<file path="config.mk">
export PLATFORM = sky130hd
export DESIGN_NAME = sirius_fetch_flat
export DESIGN_NICKNAME = d
export VERILOG_FILES = /design/src/rtl/sirius_pkg.sv /design/src/rtl/sirius_fetch_if.sv /design/src/rtl/sirius_fetch_buffer.sv /design/src/rtl/sirius_fetch.sv /design/src/flat_wrapper.sv
export SDC_FILE = /design/constraint.sdc
export NUM_CORES = 1
export LEC_CHECK = 0
export CAP_MARGIN = 20
export CORE_ASPECT_RATIO = 0.6
export CORE_MARGIN = 4
export CORE_UTILIZATION = 50
export CTS_CLUSTER_SIZE = 24
export DETAILED_ROUTE_END_ITERATION = 8
export PLACE_DENSITY = 0.81
export SLEW_MARGIN = 5
export SYNTH_ARGS = -nofsm -noshare
export SYNTH_HDL_FRONTEND = slang
export SYNTH_SLANG_ARGS = --single-unit
</file>
<file path="constraint.sdc">
create_clock -name clk -period 3.7 [get_ports clk]
set_input_delay 0.74 -clock clk [delete_from_list [all_inputs] [get_ports clk]]
set_output_delay 0.74 -clock clk [all_outputs]
set_load 0.03 [all_outputs]
</file>
<file path="src/rtl/sirius_pkg.sv">
// Shared types and constants for the sirius fetch front end.
//   RESET_PC_DEFAULT  first fetch address after reset
//   INST_NOP          instruction word carried by address-error markers
//   fetch_entry_t     one fetch-queue entry {pc, inst, adel}
package sirius_pkg;

  localparam int unsigned XLEN  = 32;
  localparam int unsigned CNT_W = 2;

  localparam logic [XLEN-1:0] RESET_PC_DEFAULT = 32'hBFC0_0000;
  localparam logic [XLEN-1:0] INST_NOP         = 32'h0000_0000;

  typedef struct packed {
    logic [XLEN-1:0] pc;
    logic [XLEN-1:0] inst;
    logic            adel;
  } fetch_entry_t;

  // A fetch target is misaligned when its two low bits are not zero.
  function automatic logic is_misaligned(input logic [1:0] addr_lo);
    return addr_lo != 2'b00;
  endfunction

endpackage

</file>
<file path="src/rtl/sirius_fetch_if.sv">
// Bundle of the fetch unit's memory, redirect and decode-side signals.
//   master: fetch unit (drives inst_req/inst_addr and the if_* payload)
//   slave : environment (instruction memory, redirect source, decode)
interface sirius_fetch_if;

  logic        inst_req;
  logic [31:0] inst_addr;
  logic [31:0] inst_data;
  logic        redirect_valid;
  logic [31:0] redirect_pc;
  logic        if_valid;
  logic        if_ready;
  logic [31:0] if_pc;
  logic [31:0] if_inst;
  logic        if_adel;

  modport master (
    output inst_req, inst_addr,
    input  inst_data,
    input  redirect_valid, redirect_pc,
    output if_valid, if_pc, if_inst, if_adel,
    input  if_ready
  );

  modport slave (
    input  inst_req, inst_addr,
    output inst_data,
    output redirect_valid, redirect_pc,
    input  if_valid, if_pc, if_inst, if_adel,
    output if_ready
  );

endinterface

</file>
<file path="src/rtl/sirius_fetch_buffer.sv">
// Two-entry fetch queue of fetch_entry_t with a registered head.
//   clk, rst      clock, synchronous active-high reset
//   flush_i       empty the queue (wins over push_i)
//   push_i        append push_entry_i at the tail
//   pop_i         retire the head (only while valid_o)
//   count_o       occupancy 0..2
//   valid_o       head entry is valid
//   head_o        head entry, straight from a register
module sirius_fetch_buffer
  import sirius_pkg::*;
(
  input  logic             clk,
  input  logic             rst,
  input  logic             flush_i,
  input  logic             push_i,
  input  fetch_entry_t     push_entry_i,
  input  logic             pop_i,
  output logic [CNT_W-1:0] count_o,
  output logic             valid_o,
  output fetch_entry_t     head_o
);

  fetch_entry_t     head_q, head_d;
  fetch_entry_t     tail_q, tail_d;
  logic [CNT_W-1:0] count_q, count_d;

  // Next-state: head slot always holds the oldest entry, tail the second.
  always_comb begin
    head_d  = head_q;
    tail_d  = tail_q;
    count_d = count_q;
    if (flush_i) begin
      count_d = '0;
    end else begin
      unique case ({push_i, pop_i})
        2'b10: begin
          if (count_q == CNT_W'(0)) head_d = push_entry_i;
          else                      tail_d = push_entry_i;
          count_d = count_q + CNT_W'(1);
        end
        2'b01: begin
          head_d  = tail_q;
          count_d = count_q - CNT_W'(1);
        end
        2'b11: begin
          // Occupancy unchanged; the new entry lands behind whatever remains.
          if (count_q == CNT_W'(1)) begin
            head_d = push_entry_i;
          end else begin
            head_d = tail_q;
            tail_d = push_entry_i;
          end
        end
        default: ;
      endcase
    end
  end

  always_ff @(posedge clk) begin
    if (rst) begin
      head_q  <= '0;
      tail_q  <= '0;
      count_q <= '0;
    end else begin
      head_q  <= head_d;
      tail_q  <= tail_d;
      count_q <= count_d;
    end
  end

  assign count_o = count_q;
  assign valid_o = (count_q != CNT_W'(0));
  assign head_o  = head_q;

endmodule

</file>
<file path="src/rtl/sirius_fetch.sv">
// Instruction-fetch front end: owns the PC, issues one word per cycle to a
// synchronous instruction memory, queues returns and hands {pc, inst, adel}
// to decode. Redirects flush and restart; misaligned targets yield one AdEL
// marker entry and halt fetch until the next redirect.
//   clk, rst   clock, synchronous active-high reset
//   bus        sirius_fetch_if.master: inst_req/inst_addr/inst_data,
//              redirect_valid/redirect_pc, if_valid/if_ready/if_pc/if_inst/if_adel
module sirius_fetch
  import sirius_pkg::*;
#(
  parameter logic [31:0] RESET_PC  = RESET_PC_DEFAULT,
  parameter int unsigned BUF_DEPTH = 2
) (
  input  logic           clk,
  input  logic           rst,
  sirius_fetch_if.master bus
);

  logic [31:0]      pc_q, pc_d;
  logic [31:0]      inflight_pc_q, inflight_pc_d;
  logic             inflight_q, inflight_d;
  logic             halted_q, halted_d;
  logic             adel_pend_q, adel_pend_d;

  logic [CNT_W-1:0] buf_count;
  logic             buf_valid;
  fetch_entry_t     buf_head;

  logic             pop;
  logic             issue;
  logic             push;
  logic             misaligned;
  logic [2:0]       occupancy;
  fetch_entry_t     push_entry;

  // Issue/push decisions; a redirect suppresses issue, push and pop.
  always_comb begin
    pop        = buf_valid && bus.if_ready;
    occupancy  = 3'(buf_count) + 3'(inflight_q) - 3'(pop);
    misaligned = is_misaligned(bus.redirect_pc[1:0]);
    issue      = !rst && !halted_q && !bus.redirect_valid
                 && (occupancy < 3'(BUF_DEPTH));
    push       = !bus.redirect_valid && (inflight_q || adel_pend_q);
    // The AdEL marker is pushed the cycle after the redirect, while pc_q
    // already holds the faulting target and nothing is in flight.
    if (adel_pend_q) begin
      push_entry = '{pc: pc_q, inst: INST_NOP, adel: 1'b1};
    end else begin
      push_entry = '{pc: inflight_pc_q, inst: bus.inst_data, adel: 1'b0};
    end
  end

  // PC / in-flight / halt next-state.
  always_comb begin
    pc_d          = pc_q;
    inflight_pc_d = inflight_pc_q;
    inflight_d    = inflight_q;
    halted_d      = halted_q;
    adel_pend_d   = adel_pend_q;
    if (bus.redirect_valid) begin
      pc_d        = bus.redirect_pc;
      inflight_d  = 1'b0;
      halted_d    = misaligned;
      adel_pend_d = misaligned;
    end else begin
      inflight_d    = issue;
      inflight_pc_d = pc_q;
      adel_pend_d   = 1'b0;
      if (issue) pc_d = pc_q + 32'd4;
    end
  end

  always_ff @(posedge clk) begin
    if (rst) begin
      pc_q          <= RESET_PC;
      inflight_pc_q <= '0;
      inflight_q    <= 1'b0;
      halted_q      <= 1'b0;
      adel_pend_q   <= 1'b0;
    end else begin
      pc_q          <= pc_d;
      inflight_pc_q <= inflight_pc_d;
      inflight_q    <= inflight_d;
      halted_q      <= halted_d;
      adel_pend_q   <= adel_pend_d;
    end
  end

  sirius_fetch_buffer u_buffer (
    .clk          (clk),
    .rst          (rst),
    .flush_i      (bus.redirect_valid),
    .push_i       (push),
    .push_entry_i (push_entry),
    .pop_i        (pop && !bus.redirect_valid),
    .count_o      (buf_count),
    .valid_o      (buf_valid),
    .head_o       (buf_head)
  );

  // Memory request depends on this cycle's redirect/ready, so it is combinational.
  assign bus.inst_req  = issue;
  assign bus.inst_addr = pc_q;

  assign bus.if_valid  = buf_valid;
  assign bus.if_pc     = buf_head.pc;
  assign bus.if_inst   = buf_head.inst;
  assign bus.if_adel   = buf_head.adel;

endmodule

</file>
<file path="src/flat_wrapper.sv">
// flat-port wrapper written by rule: the top's interface ports become plain ports
module sirius_fetch_flat import sirius_pkg::*;
#(
  parameter logic [31:0] RESET_PC  = RESET_PC_DEFAULT,
  parameter int unsigned BUF_DEPTH = 2
)
  (clk, rst, bus_inst_req, bus_inst_addr, bus_inst_data, bus_redirect_valid, bus_redirect_pc, bus_if_valid, bus_if_pc, bus_if_inst, bus_if_adel, bus_if_ready);
  sirius_fetch_if bus_i ();
  input  logic clk;
  input  logic rst;
  output wire logic [$bits(bus_i.inst_req)-1:0] bus_inst_req;
  output wire logic [$bits(bus_i.inst_addr)-1:0] bus_inst_addr;
  input wire logic [$bits(bus_i.inst_data)-1:0] bus_inst_data;
  input wire logic [$bits(bus_i.redirect_valid)-1:0] bus_redirect_valid;
  input wire logic [$bits(bus_i.redirect_pc)-1:0] bus_redirect_pc;
  output wire logic [$bits(bus_i.if_valid)-1:0] bus_if_valid;
  output wire logic [$bits(bus_i.if_pc)-1:0] bus_if_pc;
  output wire logic [$bits(bus_i.if_inst)-1:0] bus_if_inst;
  output wire logic [$bits(bus_i.if_adel)-1:0] bus_if_adel;
  input wire logic [$bits(bus_i.if_ready)-1:0] bus_if_ready;
  assign bus_inst_req = bus_i.inst_req;
  assign bus_inst_addr = bus_i.inst_addr;
  assign bus_i.inst_data = bus_inst_data;
  assign bus_i.redirect_valid = bus_redirect_valid;
  assign bus_i.redirect_pc = bus_redirect_pc;
  assign bus_if_valid = bus_i.if_valid;
  assign bus_if_pc = bus_i.if_pc;
  assign bus_if_inst = bus_i.if_inst;
  assign bus_if_adel = bus_i.if_adel;
  assign bus_i.if_ready = bus_if_ready;
  sirius_fetch #(.RESET_PC(RESET_PC), .BUF_DEPTH(BUF_DEPTH)) u_core (.clk(clk), .rst(rst), .bus(bus_i));
endmodule
</file>
==> results.sh <==
export IMPL_crit_required_ps=2960
export IMPL_yosysTopAreaCell="dfxtp_1"
export IMPL_worst_slew_pin_slew_ps=931
export IMPL_p_leak_nw=3.96
export IMPL_dpl_hpwl_mm=15.7
export IMPL_routed_wl_mm=23.9
export IMPL_crit_type="input pin to output pin"
export IMPL_async_flop_share=0
export IMPL_finalSetupViolCount=0
export IMPL_ys_warn_count=0
export IMPL_core_sq_mm=0.0171
export IMPL_die_h_um=110
export IMPL_relSlewSlack=0.379
export IMPL_viasPerCell=5.74
export IMPL_final_area_sq_mm=0.0112
export IMPL_n_antenna_cell=0
export IMPL_synth_net_count=1114
export IMPL_worstPathCellList="clkdlybuf4s50_1, nor2b_4, ha_1, nand2b_1, fa_1, nor4b_4, nand2_2, inv_4, buf_4"
export IMPL_place_area_sq_mm=0.0106
export IMPL_synth_avg_cell_area_sq_um=8.42
export IMPL_antenna_found_initial=0
export IMPL_slew_viol_final=0
export IMPL_synth_flop_cell="dfxtp_1"
export IMPL_synth_top_cells_by_count="dfxtp_1 (199), nor2_1 (133), nand2_1 (120)"
export IMPL_crit_buf_inv=3
export IMPL_pwr_share_comb=0.166
export IMPL_crit_path_max_fanout=5
export IMPL_endpoint_kind="output pin"
export IMPL_cts_sinks=199
export IMPL_nNetsFinal=1233
export IMPL_portBuffers=166
export IMPL_cts_tree="built"
export IMPL_vias=8045
export IMPL_cp_start_kind="input pin"
export IMPL_cp_slowest_cell="fa_1"
export IMPL_rows=37
export IMPL_grt_overflow=0
export IMPL_grt_pass1_vias=7358
export IMPL_synth_distinct_cells=45
export IMPL_fp_dieW_um=179
export IMPL_antenna_left=0
export IMPL_clock_skew_final_ps=14.3
export IMPL_p_int_w=0.00361
export IMPL_grt_pass1_wl_mm=38.3
export IMPL_fin_hold_ws_ps=458
export IMPL_grt_max_degree=82
export IMPL_die_area_sq_mm=0.0197
export IMPL_ios=167
export IMPL_final_util=0.654
export IMPL_clkPwrFrac=0.366
export IMPL_cp_slowest_stage_delay_ps=500
export IMPL_dr_pass1_iters=5
export IMPL_fmax_mhz=277
export IMPL_synth_edff_count=0
export IMPL_synth_cells=1037
export IMPL_cts_path_max_buffers=2
export IMPL_synth_seq_cells=199
export IMPL_cts_root_buf="clkbuf_16"
export IMPL_hold_violations=0
export IMPL_grt_usage=0.241
export IMPL_ys_seq_area_frac=0.456
export IMPL_clkTransAtPathRegs_ps=80
export IMPL_cts_buffers=17
export IMPL_status="finished clean"
export IMPL_min_period_over_period=0.975
export IMPL_powerDensity_mw_per_mm2=450
export IMPL_cap_violations=0
export IMPL_p_switching_w=0.00143
export IMPL_crit_family="buffers and inverters"
export IMPL_cp_arrival_ps=2870
export IMPL_drive_gt1_frac=0.0728
export IMPL_sw_frac_of_total=0.284
export IMPL_first_iter_violations=702
export IMPL_period_minus_slack_ps=3610
export IMPL_post_drt_wl_per_cell_um=17.0
export IMPL_area_growth_pct=28.4
export IMPL_seqPwrFrac=0.467
export IMPL_post_route_drc_count=0
export IMPL_yosysMostFrequentCell="dfxtp_1"
export IMPL_clock_latency_ps=420
export IMPL_gp_congestion=0.863
export IMPL_cts_max_level=4
export IMPL_yosysTopAreaCellShare=0.456
export IMPL_synthTopCellsByArea="dfxtp_1 (46%), a211oi_1 (7.4%), a21oi_1 (6.8%)"
export IMPL_fill_cells=1397
export IMPL_ir_worst_vdd_mv=0.292
export IMPL_syn_area_sq_mm=0.00873
export IMPL_start_util=0.510
export IMPL_hp_class="register to register"
export IMPL_power_w=0.00504
[cell type report]
| cell class | instances | area [sq um] | area share |
|---|---|---|---|
| tap | 234 | 293 | 0.0261 |
| multi-input combinational | 736 | 4390 | 0.392 |
| sequential | 199 | 3990 | 0.356 |
| clock inverter | 12 | 136 | 0.0122 |
| inverter | 13 | 51.3 | 0.00458 |
| timing repair buffer | 189 | 1890 | 0.169 |
| clock buffer | 19 | 453 | 0.0404 |
[power groups by stage]
| stage | Combinational, W | Clock (W) | Sequential [W] |
|---|---|---|---|
| 3_5_place_dp | 0.000832 | 0 | 0.00240 |
| 2_1_floorplan | 0.000381 | 0 | 0.00251 |
| 3_3_place_gp | 0.000821 | 0 | 0.00240 |
| 5_1_grt | 0.000911 | 0.00197 | 0.00237 |
| 6_report | 0.000840 | 0.00185 | 0.00236 |
| 4_1_cts | 0.000837 | 0.00188 | 0.00235 |
[sequential cells by signal (all words and copies together) (netlist names)]
name	count
u_core.adel_pend_q	1
u_core.inflight_pc_q	32
u_core.u_buffer.tail_q	65
u_core.inflight_q	1
u_core.u_buffer.head_o	65
u_core.halted_q	1
u_core.bus.inst_addr	32
u_core.u_buffer.count_o	2
[logic make-up (layout without fill, tap and decap cells)]
group,count (synthesis),after routing,share of synthesized area
AOI/OAI and AO/OA,301,301,0.220
adders and majority gates,9,9,0.0138
and+or+nand+nor,360,360,0.189
xor gates and xnor gates,10,10,0.0100
buffers and inverters,102,233,0.0447
muxes,56,56,0.0664
DFF,199,199,0.456
[timing repair]
| action | 4_1_cts | 5_1_grt |
|---|---|---|
| resized for setup | 2 | 2 |
| endpoints found under the setup margin | 1 | 1 |
| buffers inserted | 1 | 1 |
| gates cloned | 0 | 0 |
| hold buffers | 0 | 0 |
[final timing paths]
check	start	end	slack [ps]	cells after the start
max	bus_if_ready	bus_inst_req	90	9
min	u_core.u_buffer.tail_q[23]	u_core.u_buffer.tail_q[23]	460	2
max reg2reg	u_core.u_buffer.count_o[0]	u_core.bus.inst_addr[16]	270	12
min reg2reg	u_core.u_buffer.tail_q[23]	u_core.u_buffer.tail_q[23]	460	2
[worst register-to-register path, cell delays in order, from the launching register on]
cell	delay (ps)
dfxtp_1	410
inv_1	70
ha_1	260
nor2b_4	150
ha_1	230
nand2b_1	150
fa_1	500
nor4b_4	230
nand2_2	130
buf_4	160
or4_4	560
or3_1	330
a31oi_1	170
[layer usage]
layer  GRT usage  part of all wire  up-vias
met5           0                 0        -
met2       0.352              0.43      322
met1       0.366              0.49     3785
met3      0.0412             0.075       24
li1            -                 -     3914
met4      0.0651             0.012        0
[layout by cell type (no fill, tap or decap), drive strengths merged, types with 3 or more instances in the layout]
| master | count |
|---|---|
| nand2b | 9 |
| ha | 8 |
| nor2 | 133 |
| xor2 | 6 |
| a31oi | 10 |
| nor2b | 42 |
| nand4 | 14 |
| a22oi | 51 |
| or3 | 6 |
| a21oi | 119 |
| a211oi | 86 |
| clkinv | 5 |
| a21o | 3 |
| nand3 | 11 |
| o211ai | 3 |
| mux2 | 15 |
| a221oi | 5 |
| nor3 | 6 |
| mux2i | 41 |
| nand3b | 3 |
| xnor2 | 4 |
| and3 | 4 |
| inv | 18 |
| a211o | 3 |
| o21ai | 16 |
| dfxtp | 199 |
| clkbuf | 19 |
| clkdlybuf4s50 | 163 |
| buf | 26 |
| nand2 | 121 |
[through the flow]
stage          TNS (ps)  setup WS, ps  instances
2_1_floorplan         0           284       1037
3_3_place_gp       -404          -130       1369
3_5_place_dp       -893          -181       1369
4_1_cts               0          30.7       1401
5_1_grt           -3.33         -3.33       1402
6_report              0          92.6       1402
Power figures use the tool's default switching activity.
